## src/rtl/cordic_result_fifo_pkg.sv

```systemverilog
// Shared definitions for the CORDIC result path: word widths and the
// {flip, sin, cos} entry layout used by the FIFO, cordic_top and the consumer.
package cordic_result_fifo_pkg;

    localparam int CORDIC_WIDTH  = 16;
    localparam int CORDIC_FLIP_W = 3;

    function automatic int entry_w(input int width, input int flip_w);
        return 2 * width + flip_w;
    endfunction

    // cos occupies the LSBs, then sin, then the flip code on top
    function automatic int cos_lsb(input int width);
        return 0 * width;
    endfunction

    function automatic int sin_lsb(input int width);
        return width;
    endfunction

    function automatic int flip_lsb(input int width);
        return 2 * width;
    endfunction

endpackage

```

## src/rtl/cordic_result_fifo_fifo_ram.sv

```systemverilog
// Register-array storage for the result FIFO: one synchronous write port and
// one asynchronous read port. Contents are deliberately not reset.
module fifo_ram
    import cordic_result_fifo_pkg::*;
#(
    parameter int DEPTH   = 8,
    parameter int ENTRY_W = entry_w(CORDIC_WIDTH, CORDIC_FLIP_W),
    parameter int AW      = $clog2(DEPTH)
) (
    input  logic               clk,
    input  logic               i_we,
    input  logic [AW-1:0]      i_waddr,
    input  logic [ENTRY_W-1:0] i_wdata,
    input  logic [AW-1:0]      i_raddr,
    output logic [ENTRY_W-1:0] o_rdata
);

    logic [ENTRY_W-1:0] r_mem [DEPTH];

    always_ff @(posedge clk) begin
        if (i_we) begin
            r_mem[i_waddr] <= i_wdata;
        end
    end

    assign o_rdata = r_mem[i_raddr];

endmodule

```

## src/rtl/cordic_result_fifo.sv

```systemverilog
// Buffers CORDIC results for a valid/ready consumer. The CORDIC cannot stall,
// so a result arriving while full is dropped and counted.
module cordic_result_fifo
    import cordic_result_fifo_pkg::*;
#(
    parameter int WIDTH  = CORDIC_WIDTH,
    parameter int FLIP_W = CORDIC_FLIP_W,
    parameter int DEPTH  = 8,
    parameter int DROP_W = 8
) (
    input  logic                      clk,
    input  logic                      rst,
    input  logic                      in_valid,
    input  logic [WIDTH-1:0]          in_cos,
    input  logic [WIDTH-1:0]          in_sin,
    input  logic [FLIP_W-1:0]         in_flip,
    output logic                      out_valid,
    input  logic                      out_ready,
    output logic [2*WIDTH+FLIP_W-1:0] out_data,
    output logic [$clog2(DEPTH+1)-1:0] level,
    output logic                      full,
    output logic                      overflow,
    output logic [DROP_W-1:0]         drop_cnt,
    input  logic                      clr_ovf
);

    localparam int EW       = entry_w(WIDTH, FLIP_W);
    localparam int AW       = $clog2(DEPTH);
    localparam int LW       = $clog2(DEPTH + 1);
    localparam int COS_LSB  = cos_lsb(WIDTH);
    localparam int SIN_LSB  = sin_lsb(WIDTH);
    localparam int FLIP_LSB = flip_lsb(WIDTH);

    logic [AW-1:0]     r_wr_ptr;
    logic [AW-1:0]     r_rd_ptr;
    logic [LW-1:0]     r_level;
    logic              r_overflow;
    logic [DROP_W-1:0] r_drop_cnt;

    logic              w_valid;
    logic              w_full;
    logic              w_pop;
    logic              w_write;
    logic              w_drop;
    logic [EW-1:0]     w_wdata;
    logic [EW-1:0]     w_rdata;

    function automatic logic [DROP_W-1:0] sat_inc(input logic [DROP_W-1:0] v);
        return (&v) ? v : v + DROP_W'(1);
    endfunction

    always_comb begin
        w_wdata = '0;
        w_wdata[COS_LSB  +: WIDTH]  = in_cos;
        w_wdata[SIN_LSB  +: WIDTH]  = in_sin;
        w_wdata[FLIP_LSB +: FLIP_W] = in_flip;
    end

    assign w_valid = (r_level != '0);
    assign w_full  = (r_level == LW'(DEPTH));
    assign w_pop   = w_valid && out_ready;
    // A pop in the same cycle frees the slot, so a full FIFO can still accept
    assign w_write = in_valid && (!w_full || w_pop);
    assign w_drop  = in_valid && w_full && !w_pop;

    fifo_ram #(
        .DEPTH   (DEPTH),
        .ENTRY_W (EW),
        .AW      (AW)
    ) u_ram (
        .clk     (clk),
        .i_we    (w_write),
        .i_waddr (r_wr_ptr),
        .i_wdata (w_wdata),
        .i_raddr (r_rd_ptr),
        .o_rdata (w_rdata)
    );

    always_ff @(posedge clk or negedge rst) begin
        if (!rst) begin
            r_wr_ptr <= '0;
            r_rd_ptr <= '0;
            r_level  <= '0;
        end else begin
            if (w_write) begin
                r_wr_ptr <= r_wr_ptr + AW'(1);
            end
            if (w_pop) begin
                r_rd_ptr <= r_rd_ptr + AW'(1);
            end
            r_level <= r_level + LW'(w_write) - LW'(w_pop);
        end
    end

    // A drop in the same cycle as clr_ovf wins: the flag stays set, count restarts at 1
    always_ff @(posedge clk or negedge rst) begin
        if (!rst) begin
            r_overflow <= 1'b0;
            r_drop_cnt <= '0;
        end else if (w_drop) begin
            r_overflow <= 1'b1;
            r_drop_cnt <= clr_ovf ? DROP_W'(1) : sat_inc(r_drop_cnt);
        end else if (clr_ovf) begin
            r_overflow <= 1'b0;
            r_drop_cnt <= '0;
        end
    end

    assign out_valid = w_valid;
    assign out_data  = w_valid ? w_rdata : '0;
    assign level     = r_level;
    assign full      = w_full;
    assign overflow  = r_overflow;
    assign drop_cnt  = r_drop_cnt;

endmodule

```

## config.mk

```make
export PLATFORM = sky130hd
export DESIGN_NAME = cordic_result_fifo
export DESIGN_NICKNAME = d
export VERILOG_FILES = /design/src/rtl/cordic_result_fifo_pkg.sv /design/src/rtl/cordic_result_fifo_fifo_ram.sv /design/src/rtl/cordic_result_fifo.sv
export SDC_FILE = /design/constraint.sdc
export NUM_CORES = 1
export LEC_CHECK = 0
export CELL_PAD_IN_SITES_DETAIL_PLACEMENT = 0
export CELL_PAD_IN_SITES_GLOBAL_PLACEMENT = 1
export CORE_ASPECT_RATIO = 0.7
export CORE_MARGIN = 3
export CORE_UTILIZATION = 55
export DETAILED_ROUTE_END_ITERATION = 16
export GPL_TIMING_DRIVEN = 0
export PLACE_DENSITY_LB_ADDON = 0.08
export SYNTH_ARGS = -nofsm -noshare
export SYNTH_HDL_FRONTEND = slang
export SYNTH_SLANG_ARGS = --single-unit
```

## constraint.sdc

```tcl
create_clock -name clk -period 16 [get_ports clk]
set_input_delay 1.6 -clock clk [delete_from_list [all_inputs] [get_ports clk]]
set_output_delay 1.6 -clock clk [all_outputs]
set_load 0.1 [all_outputs]
```

==> out/metrics.cfg, run 1 <==
[global_route]
grt_pass1_vias = 5921
grt_start_max_net_pins = 24
grtUsageTotal_pct = 20.1
antenna_found_initial = 0
grt_pass1_wl_um = 35100
overflow = 0

[sta]
rsz0062_at_grt = false
slew_headroom_pct = 29.6
fin_tns_setup_ps = 0
drv_slew = 0
hold_violations = 0
max_slew.worst_pin.slew_ps = 1050
period_share_pct = 32.7
fmax_mhz = 191
worst_clock_skew_ps = 7.56
setup_viol = 0
finalCriticalPeriod_ps = 5230

[floorplan]
initial_core_util_pct = 57.4
die-area_um2 = 23000
die_x_um = 180
core-area_um2 = 20300
die_y_um = 128
ios = 90
rows = 43

[logic_synthesis]
ys.flop_type = edfxtp_1
syn_avg_cell_area_um2 = 21.1
ys_seq_area_share_pct = 76.1
syn_nets = 602
ys_types = 40
synth_top_cell_area_share_pct = 72.0
yosysTopAreaCell = edfxtp_1
synth_edf_count = 280
netlist_instances = 553
ys_ff_latch = 299
async_flop_share_pct = 6.35
netlist_area_um2 = 11700
synth_area_leaders = edfxtp_1, mux4_2, dfrtp_1
yosys_warnings = 0

[outcome]
status = finished, final reports clean

[placed_design]
portBuffers = 89
post-place-cells = 943
dpl_cell_area_um2 = 13300
gp_congestion = 0.767
dp_hpwl_um = 15000

[clocking]
cts_resized = 0
cts_tree = done
path_clk_slew_ps = 60
htree_levels = 1
cts_made_buffers = 27
cts_root_buffer = clkbuf_16
clk_latency_ps = 530
cts_max_path_buffers = 3
cts_sinks = 299
cts_setup_buffers = 0
cts_hold_buffers = 0

[critical_path]
cp_max_fo = 10
rr_startpoint = level[2]
reg2reg_depth = 9
crit_required_ps = 14400
regToRegEndpoint = u_ram.r_mem[5][23]
cp.arrival_ps = 3630
crit_path_start_kind = flip-flop
r2r_slack_ps = 12890
end_kind = primary output
crit_type = reg -> out

[worst_hold_path]
hold_class = reg -> reg
holdCritStartpoint = overflow
hold_depth = 2
min_to = overflow

[cells_and_area]
ff_latch_area_um2 = 8880
stdcell_area_um2 = 14200
area.growth.synth_to_final_pct = 21.8
drive_above_1_share_pct = 23.1
antenna_cells = 0
layout_commonest_cell = edfxtp_1
final_cell_count_no_fill = 992
multiInputGateArea_um2 = 2710
layout_common_cells = edfxtp_1, clkdlybuf4s50_1, mux4_2, nor2_1, mux2i_1
n_fill_cell = 1272
nets = 751

[detailed_routing]
drt.antenna.violating_nets = 0
first_pass_iters = 5
post-route-drc-count = 0
first_iter_violations = 540
avgRoutedWirePerCell_um = 23.1
vias = 5784
routed_wl_um = 22900
viasPerCell = 5.83

[flow_run]
max_cap_violations = 0

-- cells in the mapped netlist, drive strengths merged (3+ instances only) --
| cell | count |
|---|---|
| mux2 | 3 |
| nor3 | 6 |
| clkbuf | 14 |
| nand2 | 10 |
| nor2 | 38 |
| o31ai | 3 |
| or2 | 3 |
| mux4 | 70 |
| a21oi | 7 |
| nor3b | 3 |
| nand3 | 5 |
| ha | 8 |
| mux2i | 37 |
| xnor2 | 3 |
| inv | 6 |
| xor2 | 3 |
| buf | 13 |
| dfrtp | 19 |
| edfxtp | 280 |
-- layer usage --
| metal | track usage (%) | share of wire (%) | vias to the layer above |
|---|---|---|---|
| met3 | 3.60 | 5.5 | 36 |
| met5 | 0 | 0 | - |
| met2 | 32.0 | 47 | 177 |
| met1 | 30.2 | 45 | 3004 |
| met4 | 4.38 | 2.0 | 0 |
| li1 | - | - | 2567 |
-- final cells by class --
| class | instances | area share, % |
|---|---|---|
| flip-flops and latches | 299 | 62.5 |
| multi-input cells | 221 | 19.0 |
| repair buffers | 120 | 8.62 |
| clock buffers | 32 | 4.88 |
| well taps | 270 | 2.37 |
| clock inverters | 17 | 1.70 |
| plain buffers | 27 | 0.792 |
| inverters | 6 | 0.158 |
-- sequential cells by signal, indices dropped and copies added (netlist names) --
signal / count
drop_cnt: 8
level: 4
overflow: 1
u_ram.r_mem: 280
r_rd_ptr: 3
r_wr_ptr: 3
-- worst max path at each step --
stage,from,to,slack (ps),cells past startpoint
6_report,r_rd_ptr[1],out_data[22],10770,6
5_1_grt,r_rd_ptr[1],out_data[29],10520,6
4_1_cts,r_rd_ptr[1],out_data[29],10670,6
3_5_place_dp,r_rd_ptr[1],out_data[29],11240,6
3_3_place_gp,out_ready,u_ram.r_mem[2][16],5670,5
2_1_floorplan,out_ready,u_ram.r_mem[2][0],9870,4
-- kinds of logic (layout without fill, tap and decap cells) --
group	Yosys count	after routing	synth area share (%)
compound gates	17	17	0.900
xor+xnor	6	6	0.450
fa+ha+maj	9	9	1.03
buf+inv	33	202	1.16
flops	299	299	76.1
mux	110	110	17.0
simple gates	79	79	3.45
-- critical path: stages (launching register included) --
cell	delay [ps]
dfrtp_1	350
clkbuf_1	340
clkbuf_1	630
mux4_2	350
mux2i_1	80
nor2_1	190
clkdlybuf4s50_1	1170
-- metrics by stage --
| stage | setup slack, ps | hold WS, ps | util (%) |
|---|---|---|---|
| 5_1_grt | 10520 | 547 | 69.9 |
| 4_1_cts | 10670 | 529 | 69.9 |
| 2_1_floorplan | 9870 | 525 | - |
| 3_3_place_gp | 5670 | 514 | 63.5 |
| 6_report | 10770 | 522 | 69.9 |
| 3_5_place_dp | 11240 | 519 | 65.3 |
Power of run 1 is left out: the tool's default activity adds up to more than one toggle a clock period on the data nets, which glitch-free logic cannot reach.
==> inputs of run 2 (changes only) <==
--- a/config.mk
+++ b/config.mk
@@ -9,7 +9,7 @@
 export CELL_PAD_IN_SITES_GLOBAL_PLACEMENT = 1
 export CORE_ASPECT_RATIO = 0.7
 export CORE_MARGIN = 3
-export CORE_UTILIZATION = 55
+export CORE_UTILIZATION = 46
 export DETAILED_ROUTE_END_ITERATION = 16
 export GPL_TIMING_DRIVEN = 0
 export PLACE_DENSITY_LB_ADDON = 0.08
==> constraint.sdc (replaced) <==
create_clock -name clk -period 4.48 [get_ports clk]
set_input_delay 0.448 -clock clk [delete_from_list [all_inputs] [get_ports clk]]
set_output_delay 0.448 -clock clk [all_outputs]
set_load 0.1 [all_outputs]
==> run 2 against run 1 <==
- setup slack lost 11000 ps
- cell count grew 5.5%
- sequential share of layout area shrank 0.51 points
- clock skew grew 1.6 ps
- die area grew 19%
- highest routed layer unchanged
- count of clock-buffer cells in the layout grew 4
==> out/metrics.cfg, run 2 (same netlist as run 1, synthesis figures left out) <==
[outcome]
status = finished, final reports clean

[clocking]
cts_tree = done
clk_latency_ps = 540  ; about the same
cts_resized = 0  ; unchanged
cts_sinks = 299  ; unchanged
path_clk_slew_ps = 60  ; about the same
cts_setup_buffers = 0  ; unchanged
cts_made_buffers = 30  ; +11%
cts_hold_buffers = 0  ; unchanged
cts_root_buffer = clkbuf_16
htree_levels = 1  ; unchanged
cts_max_path_buffers = 3  ; unchanged

[global_route]
antenna_found_initial = 0  ; unchanged
grtUsageTotal_pct = 18.1  ; -2.0 points
grt_pass1_wl_um = 37500  ; +6.6%
overflow = 0  ; unchanged
grt_pass1_vias = 6102  ; +3.1%
grt_start_max_net_pins = 20  ; -17%

[cells_and_area]
layout_commonest_cell = edfxtp_1
largest_reg_flops = 280  ; unchanged
nets = 748  ; -0.40%
drive_above_1_share_pct = 22.2  ; -0.97 points
multiInputGateArea_um2 = 2740  ; +1.1%
area.growth.synth_to_final_pct = 22.8
antenna_cells = 0  ; unchanged
top_register = u_ram.r_mem
n_fill_cell = 1859  ; +46%
layout_common_cells = edfxtp_1, clkdlybuf4s50_1, mux4_2, nor2_1, mux2i_1
ff_latch_area_um2 = 8880  ; unchanged

[sta]
fmax_mhz = 232
period_share_pct = 96.1
finalCriticalPeriod_ps = 4300
drv_slew = 0  ; unchanged
rsz0062_at_grt = false
max_slew.worst_pin.slew_ps = 1040  ; -12.7 ps
fin_tns_setup_ps = 0  ; unchanged
slew_headroom_pct = 30.4  ; +0.85 points
setup_viol = 0  ; unchanged
worst_clock_skew_ps = 9.17  ; +1.61 ps
hold_violations = 0  ; unchanged

[detailed_routing]
avgRoutedWirePerCell_um = 23.4  ; +1.2%
post-route-drc-count = 0  ; unchanged
viasPerCell = 5.48  ; -6.0%
vias = 5741  ; -0.74%
routed_wl_um = 24500  ; +6.8%
first_iter_violations = 299  ; -45%
first_pass_iters = 4  ; -1
drt.antenna.violating_nets = 0  ; unchanged

[placed_design]
dp_hpwl_um = 16500  ; +9.6%
gp_congestion = 0.756  ; -1.4%
portBuffers = 89  ; unchanged

[floorplan]
initial_core_util_pct = 47.1  ; -10 points
die-area_um2 = 27400  ; +19%
die_y_um = 139  ; +8.9%
rows = 48  ; +12%
die_x_um = 196  ; +9.0%
ios = 90  ; unchanged
core-area_um2 = 24800  ; +22%

[critical_path]
crit_type = reg -> out
end_kind = primary output
cp.arrival_ps = 3860  ; +230 ps
cp_max_fo = 10  ; unchanged
max_stage_delay_ps = 1190  ; +20 ps
crit_path_start_kind = flip-flop
cp_common_cell = clkbuf_1
crit_required_ps = 4030  ; -10370 ps
crit_slowest_cell = clkdlybuf4s50_1
crit_path_cell_trace = clkbuf_1, clkbuf_1, mux4_2, mux2i_1, nor2_1, clkdlybuf4s50_1

[worst_hold_path]
hold_class = in -> async

[flow_run]
max_cap_violations = 0  ; unchanged

[run 2: cell types whose count changed in the layout (fill, tap and decap cells not counted), sizes merged]
| cell | change |
|---|---|
| bufinv | -4 |
| clkbuf | +4 |
| inv | -1 |
| clkinv | +9 |
| clkinvlp | -2 |
| buf | -6 |
[run 2: layer usage]
metal / up-vias / track usage [%] / part of all wire (%)
met2: 149 / 28.6 / 47
met4: 0 / 3.22 / 1.7
met5: - / 0 / 0
li1: 2559 / - / -
met3: 33 / 3.32 / 5.4
met1: 3000 / 27.1 / 46
[run 2: per-stage QoR]
stage	instances	hold slack [ps]	setup WS, ps	area (um2)	util (%)
finish	1047	429	176	14300	57.8
global route	1047	511	15.6	14300	57.8
CTS	1047	441	162	14300	57.8
detailed placement	992	518	751	13400	54.1
global placement	967	511	-3340	13000	52.4
floorplan	553	152	-795	11700	-
[run 2: worst max-delay path, delay by kind of cell (launching register included)]
kind | cells | cell delay [ps]
simple gates | 1 | 240
flops | 1 | 360
buf+inv | 3 | 2290
mux | 2 | 420
[run 2: final timing paths]
path	from	to	slack, ps	cells after the start
setup / recovery	r_rd_ptr[1]	out_data[30]	180	6
hold / removal	rst	drop_cnt[4]	430	1
hold reg to reg	overflow	overflow	530	2
setup reg to reg	level[2]	u_ram.r_mem[6][14]	1190	9
min in group clk	overflow	overflow	530	2
max in group asynchronous	rst	drop_cnt[0]	3480	1
[run 2: final cells by class]
type / count / share of cell area (%)
Sequential cell: 299 / 61.9
Multi-Input combinational cell: 221 / 19.1
Timing Repair Buffer: 114 / 8.75
Clock buffer: 36 / 5.54
Tap cell: 325 / 2.84
Clock inverter: 19 / 0.907
Buffer: 27 / 0.785
Inverter: 6 / 0.157
Power of run 2 is left out for the same reason.
==> inputs of run 3 (changes only) <==
--- a/config.mk
+++ b/config.mk
@@ -9,9 +9,10 @@
 export CELL_PAD_IN_SITES_GLOBAL_PLACEMENT = 1
 export CORE_ASPECT_RATIO = 0.7
 export CORE_MARGIN = 3
-export CORE_UTILIZATION = 46
+export CORE_UTILIZATION = 42
 export DETAILED_ROUTE_END_ITERATION = 16
 export GPL_TIMING_DRIVEN = 0
+export MAX_ROUTING_LAYER = met4
 export PLACE_DENSITY_LB_ADDON = 0.08
 export SYNTH_ARGS = -nofsm -noshare
 export SYNTH_HDL_FRONTEND = slang
==> run 3 against run 2 <==
- count of clock-buffer cells in the layout shrank 3
- die area is 9.2% higher
- utilization decreased by 4.2 points
- global-route usage is 0.72 points lower
- sequential cell count stayed put
- routed wire length increased by 2.8%
- setup slack gained 19 ps
- clock skew increased by 2.8 ps
- first-iteration DRC count increased by 31%
- non-clock buffer count is 2 lower
- register-to-register slack gained 330 ps
- fmax is 0.44% higher
- highest routed layer unchanged
==> out/metrics.cfg, run 3 (same netlist as run 1, synthesis figures left out) <==
[sta]
worst_clock_skew_ps = 12.0  ; +2.81 ps
worst_slack_ps = 195  ; +19.1 ps
setup_viol = 0  ; unchanged
drv_slew = 0  ; unchanged
finalCriticalPeriod_ps = 4280  ; -19.1 ps
fin_tns_setup_ps = 0  ; unchanged
hold_violations = 0  ; unchanged
rsz0062_at_grt = false
period_share_pct = 95.6  ; -0.43 points
fmax_mhz = 233  ; +0.44%
max_slew.worst_pin.slew_ps = 1040  ; -1.14 ps
slew_headroom_pct = 30.5  ; +0.076 points

[detailed_routing]
avgRoutedWirePerCell_um = 23.2  ; -0.65%
first_iter_violations = 392  ; +31%
first_pass_iters = 4  ; unchanged
post-route-drc-count = 0  ; unchanged
routed_wl_um = 25200  ; +2.8%
viasPerCell = 5.30  ; -3.3%
vias = 5744  ; +0.052%
drt.antenna.violating_nets = 0  ; unchanged

[critical_path]
cp.arrival_ps = 3840  ; -20 ps
max_stage_delay_ps = 1180  ; about the same
end_kind = primary output
crit_path_start_kind = flip-flop
cp_max_fo = 10  ; unchanged
crit_slowest_cell = clkdlybuf4s50_1
cp_common_cell = clkbuf_1
crit_required_ps = 4030  ; about the same
r2r_slack_ps = 1520  ; +330 ps
crit_path_cell_trace = clkbuf_1, clkbuf_1, mux4_2, mux2i_1, nor2_1, clkdlybuf4s50_1
crit_type = reg -> out

[global_route]
grtUsageTotal_pct = 17.4  ; -0.72 points
grt_pass1_vias = 6030  ; -1.2%
grt_start_max_net_pins = 20  ; unchanged
grt_pass1_wl_um = 37500  ; +0.15%
overflow = 0  ; unchanged
antenna_found_initial = 1  ; +1

[floorplan]
die_x_um = 205  ; +4.5%
die-area_um2 = 29900  ; +9.2%
ios = 90  ; unchanged
rows = 50  ; +4.2%
core-area_um2 = 27000  ; +9.0%
initial_core_util_pct = 43.2  ; -3.9 points
die_y_um = 146  ; +4.5%

[cells_and_area]
multiInputGateArea_um2 = 2740  ; unchanged
n_fill_cell = 2159  ; +16%
final_core_util_pct = 53.6  ; -4.2 points
largest_reg_flops = 280  ; unchanged
top_register = u_ram.r_mem
layout_commonest_cell = edfxtp_1
drive_above_1_share_pct = 22.7  ; +0.54 points
area.growth.synth_to_final_pct = 24.1
ff_latch_area_um2 = 8880  ; unchanged
layout_common_cells = edfxtp_1, clkdlybuf4s50_1, mux4_2, nor2_1, mux2i_1
stdcell_area_um2 = 14500  ; +1.1%
nets = 746  ; -0.27%

[clocking]
clk_latency_ps = 540  ; about the same
path_clk_slew_ps = 60  ; about the same
htree_levels = 1  ; unchanged
cts_setup_buffers = 0  ; unchanged
cts_max_path_buffers = 3  ; unchanged
cts_sinks = 299  ; unchanged
cts_resized = 0  ; unchanged
cts_root_buffer = clkbuf_16
cts_hold_buffers = 0  ; unchanged
cts_tree = done
cts_made_buffers = 30  ; unchanged

[worst_hold_path]
hold_class = in -> async

[placed_design]
dpl_cell_area_um2 = 13400  ; about the same
portBuffers = 89  ; unchanged
gp_congestion = 0.784  ; +3.7%
dp_slack_ps = 791  ; +39.2 ps
dp_hpwl_um = 16500  ; about the same

[outcome]
status = finished, final reports clean

[flow_run]
max_cap_violations = 0  ; unchanged

==> run 3: cell count changes in the layout (fill, tap and decap cells not counted), sizes merged <==
cell      delta
diode        +1
bufinv       +6
clkinvlp     +2
clkbuf       -3
buf          -2
clkinv       -7
==> run 3: per-stage QoR <==
step | std cells | hold slack [ps]
3_3_place_gp | 1006 | 510
3_5_place_dp | 1029 | 519
4_1_cts | 1082 | 440
5_1_grt | 1083 | 492
6_report | 1083 | 438
2_1_floorplan | 553 | 152
==> run 3: area by class of cell <==
class / instances / area share, %
clock buffer: 33 / 5.40
sequential: 299 / 61.3
buffer: 27 / 0.777
timing repair buffer: 112 / 8.30
antenna: 1 / 0.0173
multi-input combinational: 221 / 18.9
tap: 364 / 3.14
inverter: 6 / 0.155
clock inverter: 20 / 2.04
==> run 3: layer usage <==
metal | track usage [%] | vias up | share of wire (%)
met5 | - | - | 0
met4 | 3.48 | 0 | 1.6
li1 | - | 2555 | -
met3 | 2.75 | 31 | 4.2
met2 | 27.3 | 114 | 49
met1 | 24.6 | 3044 | 45
==> run 3: worst max-delay path, delay by kind of cell (launching register included) <==
family | cells | cell delay, ps
buf+inv | 3 | 2300
flops | 1 | 350
mux | 2 | 430
simple gates | 1 | 210
==> run 3: final timing paths <==
| path | start | endpoint | cells past startpoint |
|---|---|---|---|
| min | rst | drop_cnt[5] | 1 |
| max | r_rd_ptr[1] | out_data[18] | 6 |
| max in group asynchronous | rst | level[3] | 1 |
| min reg2reg | overflow | overflow | 2 |
| max reg2reg | level[2] | u_ram.r_mem[5][30] | 8 |
| min in group clk | overflow | overflow | 2 |
Power of run 3 is left out for the same reason.
